`src/rtl/uart_pkg.sv`:
```
// uart_pkg: shared definitions for the UART transmit arbiter slice.
//   arb_state_t       - sequencer states IDLE / ISSUE / WAIT
//   UART_ARB_HDR_TAG  - high nibble of the optional per-word header byte
//   UART_ARB_MAX_BYTES- largest supported word size in bytes
package uart_pkg;

  typedef enum logic [1:0] {
    IDLE  = 2'd0,
    ISSUE = 2'd1,
    WAIT  = 2'd2
  } arb_state_t;

  localparam logic [3:0]  UART_ARB_HDR_TAG   = 4'hA;
  localparam int unsigned UART_ARB_MAX_BYTES = 8;

endpackage

```
`src/rtl/uart_tx_arbiter_if.sv`:
```
// uart_tx_arbiter_if: producer-side request bus plus the UartTx byte handshake.
//   req_valid/req_data          - per-requester pending flag and flattened words
//   req_accept/req_done         - per-requester capture / completion pulses
//   busy/grant_id               - sequencer status and current/last winner
//   TX_DATA/TX_WE/TX_READY      - byte handshake toward the single UartTx
// Modports: master = arbiter side, slave = producers/UART/bench side.
interface uart_tx_arbiter_if #(
  parameter int unsigned NUM_REQ   = 4,
  parameter int unsigned REQ_BYTES = 8,
  parameter int unsigned W_ID      = 2
);
  logic [NUM_REQ-1:0]             req_valid;
  logic [NUM_REQ*8*REQ_BYTES-1:0] req_data;
  logic [NUM_REQ-1:0]             req_accept;
  logic [NUM_REQ-1:0]             req_done;
  logic                           busy;
  logic [W_ID-1:0]                grant_id;
  logic [7:0]                     TX_DATA;
  logic                           TX_WE;
  logic                           TX_READY;

  modport master (
    input  req_valid, req_data, TX_READY,
    output req_accept, req_done, busy, grant_id, TX_DATA, TX_WE
  );

  modport slave (
    output req_valid, req_data, TX_READY,
    input  req_accept, req_done, busy, grant_id, TX_DATA, TX_WE
  );
endinterface

```
`src/rtl/rr_arbiter.sv`:
```
// rr_arbiter: combinational round-robin search.
//   req - request vector
//   ptr - last granted index; search starts at ptr+1 and wraps modulo NUM_REQ
//   win - first asserted index in that order (ptr when nothing is requested)
//   any - at least one request present
module rr_arbiter #(
  parameter int unsigned NUM_REQ = 4,
  parameter int unsigned W_ID    = 2
) (
  input  logic [NUM_REQ-1:0] req,
  input  logic [W_ID-1:0]    ptr,
  output logic [W_ID-1:0]    win,
  output logic               any
);

  always_comb begin
    int unsigned        idx;
    logic [NUM_REQ-1:0] sh;
    win = ptr;
    any = 1'b0;
    idx = 0;
    sh  = '0;
    for (int unsigned k = 1; k <= NUM_REQ; k++) begin
      idx = (int'(ptr) + k) % NUM_REQ;
      sh  = req >> idx;
      if (!any && sh[0]) begin
        any = 1'b1;
        win = W_ID'(idx);
      end
    end
  end

endmodule

```
`src/rtl/uart_tx_arbiter.sv`:
```
// uart_tx_arbiter: shares one UartTx among NUM_REQ word producers.
// Accepts one REQ_BYTES word from the round-robin winner and sends it
// least-significant byte first through the TX_WE / TX_READY handshake.
//   CLK, RST - clock, synchronous active-high reset
//   bus      - uart_tx_arbiter_if.master (requests, status, UART byte port)
// Build option: UART_TX_ARB_HEADER_EN prefixes each word with 8'hA0 | grant_id.
module uart_tx_arbiter
  import uart_pkg::*;
#(
  parameter int unsigned NUM_REQ   = 4,
  parameter int unsigned REQ_BYTES = 8,
  parameter int unsigned W_ID      = 2
) (
  input logic               CLK,
  input logic               RST,
  uart_tx_arbiter_if.master bus
);

`ifdef UART_TX_ARB_HEADER_EN
  localparam int unsigned HDR_BYTES = 1;
`else
  localparam int unsigned HDR_BYTES = 0;
`endif

  localparam int unsigned WORD_W = 8 * REQ_BYTES;
  localparam int unsigned CNT_W  = $clog2(UART_ARB_MAX_BYTES + 2);
  localparam logic [CNT_W-1:0] LAST = CNT_W'(REQ_BYTES + HDR_BYTES - 1);
  localparam logic [NUM_REQ-1:0] ONE = {{(NUM_REQ-1){1'b0}}, 1'b1};

  arb_state_t         state;
  logic [WORD_W-1:0]  shift_q;
  logic [CNT_W-1:0]   cnt_q;
  logic [NUM_REQ-1:0] accept_q;
  logic [NUM_REQ-1:0] done_q;
  logic               busy_q;
  logic [W_ID-1:0]    grant_q;
  logic [7:0]         tx_data_q;
  logic               tx_we_q;

  logic [W_ID-1:0]    win;
  logic               any;
  logic               hdr_slot;

  rr_arbiter #(
    .NUM_REQ (NUM_REQ),
    .W_ID    (W_ID)
  ) u_rr (
    .req (bus.req_valid),
    .ptr (grant_q),
    .win (win),
    .any (any)
  );

  // Byte slot 0 carries the header when the option is built in.
  assign hdr_slot = (HDR_BYTES != 0) && (cnt_q == '0);

  always_ff @(posedge CLK) begin
    if (RST) begin
      state     <= IDLE;
      shift_q   <= '0;
      cnt_q     <= '0;
      accept_q  <= '0;
      done_q    <= '0;
      busy_q    <= 1'b0;
      grant_q   <= W_ID'(NUM_REQ - 1);
      tx_data_q <= '0;
      tx_we_q   <= 1'b0;
    end else begin
      accept_q <= '0;
      done_q   <= '0;
      tx_we_q  <= 1'b0;
      unique case (state)
        IDLE: begin
          if (any) begin
            grant_q  <= win;
            shift_q  <= WORD_W'(bus.req_data >> (int'(win) * WORD_W));
            accept_q <= ONE << win;
            busy_q   <= 1'b1;
            cnt_q    <= '0;
            state    <= ISSUE;
          end
        end
        ISSUE: begin
          if (bus.TX_READY) begin
            tx_data_q <= hdr_slot ? {UART_ARB_HDR_TAG, 4'(grant_q)} : shift_q[7:0];
            tx_we_q   <= 1'b1;
            state     <= WAIT;
          end
        end
        WAIT: begin
          // READY falling is the UART's acknowledgement of the byte.
          if (!bus.TX_READY) begin
            if (cnt_q == LAST) begin
              done_q <= ONE << grant_q;
              busy_q <= 1'b0;
              state  <= IDLE;
            end else begin
              if (!hdr_slot) shift_q <= shift_q >> 8;
              cnt_q <= cnt_q + 1'b1;
              state <= ISSUE;
            end
          end
        end
        default: state <= IDLE;
      endcase
    end
  end

  assign bus.req_accept = accept_q;
  assign bus.req_done   = done_q;
  assign bus.busy       = busy_q;
  assign bus.grant_id   = grant_q;
  assign bus.TX_DATA    = tx_data_q;
  assign bus.TX_WE      = tx_we_q;

endmodule
```
`src/flat_wrapper.sv`:
```
// flat-port wrapper written by rule: the top's interface ports become plain ports
module uart_tx_arbiter_flat import uart_pkg::*;
#(
  parameter int unsigned NUM_REQ   = 4,
  parameter int unsigned REQ_BYTES = 8,
  parameter int unsigned W_ID      = 2
)
  (CLK, RST, bus_req_valid, bus_req_data, bus_TX_READY, bus_req_accept, bus_req_done, bus_busy, bus_grant_id, bus_TX_DATA, bus_TX_WE);
  uart_tx_arbiter_if #(.NUM_REQ(NUM_REQ), .REQ_BYTES(REQ_BYTES), .W_ID(W_ID)) bus_i ();
  input logic CLK;
  input logic RST;
  input wire logic [$bits(bus_i.req_valid)-1:0] bus_req_valid;
  input wire logic [$bits(bus_i.req_data)-1:0] bus_req_data;
  input wire logic [$bits(bus_i.TX_READY)-1:0] bus_TX_READY;
  output wire logic [$bits(bus_i.req_accept)-1:0] bus_req_accept;
  output wire logic [$bits(bus_i.req_done)-1:0] bus_req_done;
  output wire logic [$bits(bus_i.busy)-1:0] bus_busy;
  output wire logic [$bits(bus_i.grant_id)-1:0] bus_grant_id;
  output wire logic [$bits(bus_i.TX_DATA)-1:0] bus_TX_DATA;
  output wire logic [$bits(bus_i.TX_WE)-1:0] bus_TX_WE;
  assign bus_i.req_valid = bus_req_valid;
  assign bus_i.req_data = bus_req_data;
  assign bus_i.TX_READY = bus_TX_READY;
  assign bus_req_accept = bus_i.req_accept;
  assign bus_req_done = bus_i.req_done;
  assign bus_busy = bus_i.busy;
  assign bus_grant_id = bus_i.grant_id;
  assign bus_TX_DATA = bus_i.TX_DATA;
  assign bus_TX_WE = bus_i.TX_WE;
  uart_tx_arbiter #(.NUM_REQ(NUM_REQ), .REQ_BYTES(REQ_BYTES), .W_ID(W_ID)) u_core (.CLK(CLK), .RST(RST), .bus(bus_i));
endmodule
```
`config.mk`:
```
export PLATFORM = sky130hd
export DESIGN_NAME = uart_tx_arbiter_flat
export DESIGN_NICKNAME = d
export VERILOG_FILES = /design/src/rtl/uart_pkg.sv /design/src/rtl/uart_tx_arbiter_if.sv /design/src/rtl/rr_arbiter.sv /design/src/rtl/uart_tx_arbiter.sv /design/src/flat_wrapper.sv
export SDC_FILE = /design/constraint.sdc
export NUM_CORES = 1
export LEC_CHECK = 0
export BUFFER_PORTS_ARGS = -buffer_cell sky130_fd_sc_hd__buf_2
export CAP_MARGIN = 20
export CORE_MARGIN = 2
export CORE_UTILIZATION = 44
export DETAILED_ROUTE_END_ITERATION = 10
export PLACE_DENSITY = 0.75
export SLEW_MARGIN = 20
export SYNTH_ARGS = -nofsm -noshare
export SYNTH_HDL_FRONTEND = slang
export SYNTH_SLANG_ARGS = --single-unit
```
`constraint.sdc`:
```
create_clock -name CLK -period 2 [get_ports CLK]
set_input_delay 0.4 -clock CLK [delete_from_list [all_inputs] [get_ports CLK]]
set_output_delay 0.4 -clock CLK [all_outputs]
set_load 0.005 [all_outputs]
```
# == Word level (Yosys, flattened, before mapping) ==
# Cells that the tools add are included.
# op_classes
add_sub_neg,5
n_eq_ne,8
n_shift,7
mux,26
bitwise,5
reduce_logical,16
# op_table
cell,n
right shift 256 x 8 -> 64 bit,1
2-to-1 mux 64 bit,3
one-hot mux 64 bit (2 select lines),1
right shift 4 x 2 -> 1 bit,4
2-to-1 mux 2 bit,7
2-to-1 mux 4 bit,3
2-to-1 mux 1 bit,9
one-hot mux 4 bit (2 select lines),1
AND reduction 4 bit,2
left shift 1 x 2 -> 4 bit (first input constant),2
inequality test 2 bit (second input constant),3
one-hot mux 2 bit (3 select lines),1
inverter 1 bit,5
adder 2 x 1 -> 2 bit (second input constant),2
adder 2 bit (second input constant),2
adder 4 x 1 -> 4 bit (second input constant),1
equality test 4 x 3 -> 1 bit (second input constant),1
inequality test 2 x 1 -> 1 bit (second input constant),2
AND reduction 2 bit,2
OR reduction 4 bit,1
logical AND 1 bit,3
logical NOT 1 bit,3
AND reduction 3 bit,1
OR reduction 3 bit,1
other kinds (6),6
# word_totals
reg_bits,90
input_bits,263
output_inout_bits,20
wordCells,76

# == Longest topological paths before layout ==
# Gate-level depths: netlist of the first run.
# logic_depth
word_depth,15
mapped_depth,8
depth_no_buf,6

# == Cells and area by module ==
# A second synthesis of the first run with hierarchy kept.
# hier_totals
hier_cells,559
area_unflattened_um2,5585.4
# modules_own_cells
mod,instances,cells_per_inst,area_each_um2,seq_area_each_um2
uart_tx_arbiter,1,545,5502.8,1801.7
rr_arbiter,1,14,82.6,0.0

# == Worst setup path before layout of the first run ==
# OpenSTA, ideal clock, no wires.
# synth_path
path_type,register -> register
startpoint,register u_core.cnt_q[0]
endpoint,register u_core.shift_q[48]
setup_ns,0.112
t_arrival_ns,1.833
required_ns,1.888
setup_slack_ns,0.055
stages_incl_launch_ff,8
n_path_buf,2
period_less_slack_ns,1.945
cell_sequence,dfxtp_1 ha_1 and3b_1 and2_1 clkbuf_1 clkbuf_1 nor4_1 a2111oi_1
# synth_between
elab_chain_cells,3
# synth_rtl
element,line_no,text
from (decl),uart_tx_arbiter.sv:32,logic [CNT_W-1:0] cnt_q;
from (signal assigned),uart_tx_arbiter.sv:99,cnt_q <= cnt_q + 1'b1;
equality test 4 x 3 -> 1 bit,uart_tx_arbiter.sv:93,if (cnt_q == LAST) begin
inequality test 2 bit (no source line),-,
AND reduction 4 bit (no source line),-,
to (signal assigned),uart_tx_arbiter.sv:76,shift_q <= WORD_W'(bus.req_data >> (int'(win) * WORD_W));
to (signal assigned),uart_tx_arbiter.sv:98,if (!hdr_slot) shift_q <= shift_q >> 8;
to (decl),uart_tx_arbiter.sv:31,logic [WORD_W-1:0] shift_q;
# No other way between the ends.
# A chain may end at the register's enable or synchronous reset.

# == Worst setup path in the final report of the first run ==
# layout_path
startpoint,"register u_core.grant_q[1], in the netlist u_core.bus.grant_id[1]"
endpoint,register u_core.shift_q[46]
# layout_between
elab_chain_cells,15
elab_cells_between_ends,27
cone_classes,4 x add/sub; 1 x eq/ne; 5 x shift; 10 x mux; 7 x reduce/logical
# layout_rtl
element,line_no,text
from (decl),uart_tx_arbiter.sv:36,logic [W_ID-1:0] grant_q;
from (signal assigned),uart_tx_arbiter.sv:65,grant_q <= W_ID'(NUM_REQ - 1);
from (signal assigned),uart_tx_arbiter.sv:75,grant_q <= win;
adder 2 x 1 -> 2 bit,rr_arbiter.sv:24,idx = (int'(ptr) + k) % NUM_REQ;
right shift 4 x 2 -> 1 bit,rr_arbiter.sv:25,sh = req >> idx;
2-to-1 mux 1 bit,rr_arbiter.sv:26,if (!any && sh[0]) begin
logical NOT 1 bit,rr_arbiter.sv:26,
logical AND 1 bit,rr_arbiter.sv:26,
2-to-1 mux 1 bit,rr_arbiter.sv:26,
logical NOT 1 bit,rr_arbiter.sv:26,
logical AND 1 bit,rr_arbiter.sv:26,
2-to-1 mux 1 bit,rr_arbiter.sv:26,
logical NOT 1 bit,rr_arbiter.sv:26,
logical AND 1 bit,rr_arbiter.sv:26,
2-to-1 mux 2 bit,rr_arbiter.sv:26,
right shift 256 x 8 -> 64 bit,uart_tx_arbiter.sv:76,
2-to-1 mux 64 bit,uart_tx_arbiter.sv:74,if (any) begin
one-hot mux 64 bit (2 select lines),uart_tx_arbiter.sv:72,unique case (state)
# Several ways; a longest one is shown, not always the timed one. The select of a mux whose other input is x is not followed.

==> impl_results.md, run 1 <==
* Initial antenna violation count at 2
* Slowest stage delay, CP at 0.41 ns
* Max cap viols at 0
* Slew headroom at 70.0%
* Vias at 8255
* Post-route setup slack at 0.0350 ns
* Routability cong. at 0.916
* Flop pwr share at 33.7%
* # DRC at 0
* Crit. Startpoint: u_core.bus.grant_id[1]$_SDFFE_PP1P_
* Net Sw Power at 2.60 mW
* Pre-CTS WS at -0.169 ns
* Worst reg2reg path depth at 7
* P per Cell Area at 776 mW/mm^2
* Yosys warns at 0
* Unrepaired setup endpoints after global routing: yes
* Switching part of the total at 36.9%
* CTS H-Tree Depth at 3
* Area Overhead vs Synth at 43.7%
* Sequential-to-total area share from yosys stat at 28.5%
* Worst Path Required at 2.24 ns
* Die height at 124 um
* Die width at 124 um
* Fin Clk Skew at 0.00953 ns
* Slowest cell on the critical path: a2111oi_2
* Number of flops mapped to enable cells by yosys at 0
* Vias in the first global route at 7797
* Clock Path Buffers at 2
* Layout fillers at 1227
* Synthesized instance count at 854
* Share of layout cells above drive strength 1 at 39.9%
* Clock power frac at 25.5%
* Avg Cell Area, Syn at 7.40 sq um
* Clock latency on the worst-skew pair at 0.36 ns
* Initial drt markers at 895
* Reg2reg start: u_core.bus.grant_id[1]$_SDFFE_PP1P_
* Crit-path cells: mux2i_4 > nor2_4 > nor3_4 > buf_4 > buf_12 > a21oi_1 > a2111oi_2
* VDD IR-drop max at 0.439 mV
* Cts hold-fix bufs at 0
* Largest net degree at the start of global routing at 80
* Status: complete, no violations
* Hold EP: u_core.shift_q[56]$_SDFFE_PP0P_
* Final Hold Fails at 0
* Clk slew on worst S/H paths at 0.07 ns
* Post-DP HPWL at 18800 um
* Final setup viols at 0
* WP buf/inv at 2
* Final Max Tran Viols at 0
* Initial Util at 45.4%
* Final ANT Viol Nets at 0
* Worst reg2reg endpoint: u_core.shift_q[46]$_SDFFE_PP0P_
* Worst reg-to-reg setup slack at 0.03 ns
* Row count at 43
* Mapped cell area at 0.00632 sq mm
* Global route total overflow at 0
* IO Port Bufs at 282
* Leak pwr at 4.14 nW
* Data arrival time of the critical path at 2.20 ns
* Register area at 0.00181 sq mm
* CTS tree: built
* Nets at 1399
* CP Launch Type: register
* Die footprint at 0.0153 sq mm
* Cts bufs inserted at 9
* Wirelength, routed at 26200 um
* Yosys reg bits at 90
* Worst Hold Launch: bus_req_data[248]
* TritonCTS Sinks at 90
* CP Class: register to register
* Post-Syn Nets at 1118
* Multi-input logic area at 0.00428 sq mm
* FFs w/ async S/R, synth at 0%
* Worst-margin pin slew at 0.449 ns
* CP endpoint kind: register
* First-pass GRT wire length at 38900 um
* Hold path depth at 3
* WHS at 0.343 ns
* Logic pwr share at 40.9%
* GRT Total Usage at 32.6%
* HP Class: input port to register
* Io pins at 283
* Maximum clock rate at 0.509 GHz
* Pre-antenna DRT Iters at 6
* Crit-path leading delay family: compound AO/OA/AOI/OAI gates
* Worst-path maximum fanout at 12
* CTS Root Cell: clkbuf_16
* Main flop type after synthesis: dfxtp_1
* Vias per cell at 6.25
* P_int at 4.45 mW
* WL per Instance at 19.8 um
* Synth cell types at 50
* Min Tclk post-route at 1.97 ns
* Total core area at 0.0139 sq mm
* Crit share post-route at 98.3%
[timing repair]
action                                  CTS  global route
pin swaps                                 0             5
endpoints found under the setup margin   50            61
resized for setup                         8            41
gates cloned                              0             1
buffers inserted                          0             5
[area by class of cell]
class,count,area share (%)
clock inverter,5,0.675
inverter,1,0.0413
clock buffer,10,2.63
timing repair buffer,373,27.1
sequential,90,19.9
tap,180,2.48
multi-input combinational,660,47.1
antenna,2,0.0551
[power by group through the flow]
| stage | registers (mW) | logic, mW | clock network (mW) |
|---|---|---|---|
| final | 2.37 | 2.88 | 1.79 |
| after global routing | 2.38 | 3.10 | 1.86 |
| after floorplan | 2.26 | 1.59 | 0 |
| after detailed placement | 2.39 | 2.66 | 0 |
| after global placement | 2.39 | 2.62 | 0 |
| after CTS | 2.35 | 2.68 | 1.80 |
[cell usage after synthesis (2+ instances only)]
library cell	instances	area [sq um]
nor2_1	96	360
a21o_1	8	60.1
nand2b_1	3	18.8
dfxtp_1	90	1800
nor4_1	79	494
a2111oi_1	24	240
nor3_1	6	30.0
a22oi_1	56	420
a31oi_1	39	244
nor3b_1	3	22.5
buf_6	4	45.0
nand3b_1	2	15.0
clkbuf_1	56	210
nand2_1	102	383
or2_1	2	12.5
mux2i_1	44	440
buf_1	4	15.0
xor2_1	2	17.5
buf_4	6	45.0
buf_2	33	165
a2111oi_0	14	123
o211ai_1	8	60.1
nand4_1	8	50.1
a21oi_1	88	440
o221ai_1	17	149
o31ai_1	7	52.6
or2_2	19	119
nor2b_1	4	25.0
nand3_1	9	45.0
[metrics by stage]
step	cell area [sq um]	power, mW	setup TNS [ns]	util, %	std cells
5_1_grt	9080	7.35	-0.343	65.2	1319
3_5_place_dp	8520	5.05	-3.43	61.1	1298
4_1_cts	8840	6.84	0	63.4	1313
2_1_floorplan	6320	3.86	0	-	854
6_report	9080	7.05	0	65.2	1321
3_3_place_gp	8520	5.00	-1.44	61.1	1298
[kinds of logic after synthesis]
logic type | after synthesis | synth area share (%)
multiplexers | 44 | 6.97
AO/OA/AOI/OAI | 270 | 29.9
buffers and inverters | 104 | 7.66
AND/OR/NAND/NOR | 342 | 26.4
adder cells (fa/ha/maj) | 1 | 0.198
XOR/XNOR | 3 | 0.416
flip-flops | 90 | 28.5
[registers in the layout (all words and copies together) (netlist names)]
signal and flops:
u_core.bus.req_done 4, u_core.shift_q 64, u_core.state 2, u_core.bus.TX_DATA 8, u_core.cnt_q 4, u_core.bus.busy 1, u_core.bus.TX_WE 1, u_core.bus.grant_id 2
u_core.bus.req_accept 4
[worst register-to-register path, cell delays in order, from the launching register on]
cell	delay, ns
dfxtp_4	0.40
mux2i_4	0.28
nor2_4	0.11
nor3_4	0.18
buf_4	0.20
buf_12	0.15
a21oi_1	0.11
a2111oi_2	0.41
[worst max path at each step]
stage	endpoint	cells after the start
6_report	u_core.shift_q[46]$_SDFFE_PP0P_	7
5_1_grt	u_core.shift_q[17]$_SDFFE_PP0P_	7
4_1_cts	u_core.shift_q[45]$_SDFFE_PP0P_	7
3_5_place_dp	u_core.shift_q[54]$_SDFFE_PP0P_	6
3_3_place_gp	u_core.shift_q[55]$_SDFFE_PP0P_	8
2_1_floorplan	u_core.shift_q[48]$_SDFFE_PP0P_	7
[cell usage in the layout (no fill, tap or decap), types with 19 or more instances in the layout]
cell type / n
mux2i_1: 43
a22oi_1: 56
dfxtp_1: 88
a2111oi_1: 25
nor4_1: 66
nand2_1: 102
nor2_1: 92
a21oi_1: 88
buf_2: 282
buf_4: 60
a31oi_1: 38
or2_2: 19
buf_12: 27
[layer usage]
metal / vias up / wire length, um / track usage, %
met5: - / 23 / 0
met4: 4 / 1040 / 18.1
met3: 99 / 2650 / 5.40
met2: 600 / 12400 / 53.6
met1: 3742 / 10100 / 40.5
li1: 3810 / - / -
Note: power is estimated with default switching activity, not from simulation.
==> inputs of run 2 (changes only) <==
--- a/config.mk
+++ b/config.mk
@@ -5,13 +5,14 @@
 export SDC_FILE = /design/constraint.sdc
 export NUM_CORES = 1
 export LEC_CHECK = 0
-export BUFFER_PORTS_ARGS = -buffer_cell sky130_fd_sc_hd__buf_2
 export CAP_MARGIN = 20
 export CORE_MARGIN = 2
-export CORE_UTILIZATION = 44
+export CORE_UTILIZATION = 45
 export DETAILED_ROUTE_END_ITERATION = 10
-export PLACE_DENSITY = 0.75
+export DONT_BUFFER_PORTS = 1
+export PLACE_DENSITY = 0.59
 export SLEW_MARGIN = 20
 export SYNTH_ARGS = -nofsm -noshare
 export SYNTH_HDL_FRONTEND = slang
+export SYNTH_HIERARCHICAL = 1
 export SYNTH_SLANG_ARGS = --single-unit
==> impl_results.md, run 2 <==
* Status: complete, but fails checks (was complete, no violations)
* Failing checks: negative setup slack
* First-pass GRT wire length at 25100 um (was 38900 um)
* Post-route setup slack at -0.318 ns (was 0.0350 ns)
* Initial drt markers at 720 (was 895)
* Fin Clk Skew at 0.00728 ns (was 0.00953 ns)
* Vias at 4881 (was 8255)
* Yosys warns at 6 (was 0)
* WL per Instance at 24.7 um (was 19.8 um)
* CTS H-Tree Depth at 3 (unchanged)
* Final setup viols at 64 (was 0)
* Die height at 115 um (was 124 um)
* DP Cell Count at 687 (was 1298)
* Pre-antenna DRT Iters at 6 (unchanged)
* Main flop type after synthesis: dfxtp_1 (unchanged)
* Data arrival time of the critical path at 2.53 ns (was 2.20 ns)
* Unrepaired setup endpoints after global routing: yes (unchanged)
* Routability cong. at 0.820 (was 0.916)
* VDD IR-drop max at 0.488 mV (was 0.439 mV)
* Switching part of the total at 30.6% (was 36.9%)
* Nets at 814 (was 1399)
* Largest Register: u_core/shift_q (was u_core.shift_q)
* Final instance area at 0.00657 sq mm (was 0.00908 sq mm)
* GRT Total Usage at 24.5% (was 32.6%)
* Io pins at 283 (unchanged)
* Die width at 115 um (was 124 um)
* # DRC at 0 (unchanged)
* P_int at 4.53 mW (was 4.45 mW)
* Flop pwr share at 34.0% (was 33.7%)
* Most frequent cells in the layout: mux2_2 (111), dfxtp_1 (89), a21oi_1 (68) (was buf_2 (282), nand2_1 (102), nor2_1 (92))
* Share of layout cells above drive strength 1 at 37.8% (was 39.9%)
* Worst-margin pin slew at 0.848 ns (was 0.449 ns)
* Initial Util at 46.3% (was 45.4%)
* Final ANT Viol Nets at 0 (unchanged)
* Worst Path Required at 2.21 ns (was 2.24 ns)
* Max cap viols at 0 (unchanged)
* Largest net degree at the start of global routing at 88 (was 80)
* Clock latency on the worst-skew pair at 0.34 ns (was 0.36 ns)
* Final Util at 54.5% (was 65.2%)
* IO Port Bufs at 0 (was 282)
* Total core area at 0.0121 sq mm (was 0.0139 sq mm)
* Max reg flops at 64 (unchanged)
* Clock Path Buffers at 2 (unchanged)
* Final Hold Fails at 0 (unchanged)
* Min Tclk post-route at 2.32 ns (was 1.97 ns)
* Net Sw Power at 1.99 mW (was 2.60 mW)
* CP Launch Type: register (unchanged)
* Mapped cell area at 0.00559 sq mm (was 0.00632 sq mm)
* Leak pwr at 2.41 nW (was 4.14 nW)
* Area Overhead vs Synth at 17.6% (was 43.7%)
* Initial antenna violation count at 0 (was 2)
* N_diodes at 0 (was 2)
* Dpl cell area at 0.00577 sq mm (was 0.00852 sq mm)
* Area leader, netlist: dfxtp_1 (unchanged)
* P per Cell Area at 993 mW/mm^2 (was 776 mW/mm^2)
* CP endpoint kind: register (unchanged)
* Synthesized instance count at 559 (was 854)
* Cts hold-fix bufs at 0 (unchanged)
* Layout Cells excl Fill at 723 (was 1321)
* Synth cell types at 43 (was 50)
* CP Class: register to register (unchanged)
* Number of flops mapped to enable cells by yosys at 0 (unchanged)
* Avg Cell Area, Syn at 9.99 sq um (was 7.40 sq um)
* Most frequent cell after synthesis: mux2_2 (was nand2_1)
* Commonest non-fill, non-tap cell in the layout: mux2_2 (was buf_2)
* Post-DP HPWL at 11600 um (was 18800 um)
* CTS tree: built (unchanged)
* Worst Hold Launch: RST (was bus_req_data[248])
* Top cells by area, synth: dfxtp_1 (32%), mux2_2 (23%), a222oi_1 (10%), a211oi_1 (7.5%), a21oi_1 (6.5%) (was dfxtp_1 (28%), nor4_1 (7.8%), a21oi_1 (7.0%), mux2i_1 (7.0%), a22oi_1 (6.6%))
* Vias in the first global route at 4662 (was 7797)
* Slew headroom at 43.3% (was 70.0%)
* Die footprint at 0.0133 sq mm (was 0.0153 sq mm)
* TritonCTS Sinks at 90 (unchanged)
* Synth cell count leaders: mux2_2 (112), dfxtp_1 (90), a21oi_1 (73) (was nand2_1 (102), nor2_1 (96), dfxtp_1 (90))
* Vias per cell at 6.75 (was 6.25)
* Logic pwr share at 37.2% (was 40.9%)
* Final Max Tran Viols at 0 (unchanged)
* Pre-CTS WS at -0.309 ns (was -0.169 ns)
* FFs w/ async S/R, synth at 0% (unchanged)
* Crit share post-route at 116% (was 98.3%)
* Sequential-to-total area share from yosys stat at 32.3% (was 28.5%)
* Clk slew on worst S/H paths at 0.07 ns (about the same)
* HP Class: input port to register (unchanged)
* Maximum clock rate at 0.431 GHz (was 0.509 GHz)
* Cts bufs inserted at 9 (unchanged)
* Clock power frac at 28.8% (was 25.5%)
* CTS Root Cell: clkbuf_16 (unchanged)
* Layout fillers at 1089 (was 1227)
* Global route total overflow at 0 (unchanged)
* Wirelength, routed at 17900 um (was 26200 um)
* Reg2reg start: u_core/bus.grant_id[1]$_SDFFE_PP1P_ (was u_core.bus.grant_id[1]$_SDFFE_PP1P_)
* Worst-path maximum fanout at 12 (unchanged)
* Post-Route Setup TNS at -12.71 ns (was 0 ns)
* Post-Syn Nets at 823 (was 1118)
* Row count at 40 (was 43)
* Top cell type's share of synthesized area at 32.3% (was 28.5%)
* Yosys reg bits at 90 (unchanged)
* Crit. Startpoint: u_core/bus.grant_id[1]$_SDFFE_PP1P_ (was u_core.bus.grant_id[1]$_SDFFE_PP1P_)
run 2: cell count changes after synthesis, sizes merged, moves of 34 or more:
| cell | previous run | this run |
|---|---|---|
| a2111oi | 39 | 0 |
| nand2 | 102 | 14 |
| mux2i | 44 | 9 |
| mux2 | 0 | 112 |
| nor4 | 80 | 2 |
| a222oi | 0 | 56 |
| a31oi | 40 | 1 |
| a22oi | 56 | 0 |
| nor2 | 96 | 16 |
| clkbuf | 56 | 22 |
| a211oi | 0 | 57 |
run 2: cell families after synthesis:
family | synth area share (%)
flip-flops | 32.3
AO/OA/AOI/OAI | 26.1
AND/OR/NAND/NOR | 6.45
adder cells (fa/ha/maj) | 0.224
XOR/XNOR | 0.157
multiplexers | 27.4
buffers and inverters | 7.39
run 2: final timing paths:
path	end	slack (ns)	cells after the start
min reg2reg	u_core/shift_q[62]$_SDFFE_PP0P_	0.49	2
max reg2reg	u_core/shift_q[55]$_SDFFE_PP0P_	-0.32	8
min	u_core/shift_q[11]$_SDFFE_PP0P_	0.14	1
max	u_core/shift_q[55]$_SDFFE_PP0P_	-0.32	8
run 2: critical path, stage by stage, from the launching register on:
cell	delay (ns)
dfxtp_4	0.36
mux2i_1	0.18
nor2_1	0.07
a221o_4	0.44
buf_16	0.20
buf_8	0.13
mux2_2	0.26
a222oi_1	0.39
a211oi_1	0.15
run 2: area by class of cell:
type                    count  area [sq um]  area share, %
clock inverters             5          83.8           1.28
repair buffers             50           759           11.6
flip-flops and latches     90          1810           27.5
inverters                   3          11.3          0.171
multi-input cells         396          3440           52.4
well taps                 168           210           3.20
clock buffers              11           253           3.85
run 2: through the flow:
stage,power [mW],hold WS [ns]
after global placement,4.17,0.455
after detailed placement,4.20,0.468
after global routing,6.82,0.126
after floorplan,3.77,0.453
final,6.52,0.145
after CTS,6.34,0.120
run 2: power by group through the flow:
| stage | clock network (mW) | registers, mW | logic (mW) |
|---|---|---|---|
| CTS | 1.91 | 2.21 | 2.23 |
| finish | 1.88 | 2.21 | 2.43 |
| global placement | 0 | 2.25 | 1.92 |
| detailed placement | 0 | 2.24 | 1.96 |
| global route | 2.00 | 2.24 | 2.58 |
| floorplan | 0 | 2.18 | 1.60 |
run 2: what timing repair did:
item                       in CTS  in global routing
gates cloned                    6                  6
setup endpoints to repair      59                 67
resized for setup               9                 17
setup buffers                   3                  6
pin swaps                      44                 26
run 2: routing by layer:
layer	vias to the layer above	track usage, %	routed length, um
li1	2225	-	-
met1	2370	32.6	7320
met2	265	39.3	8950
met3	21	6.07	1300
met4	0	7.87	313
met5	-	0	0
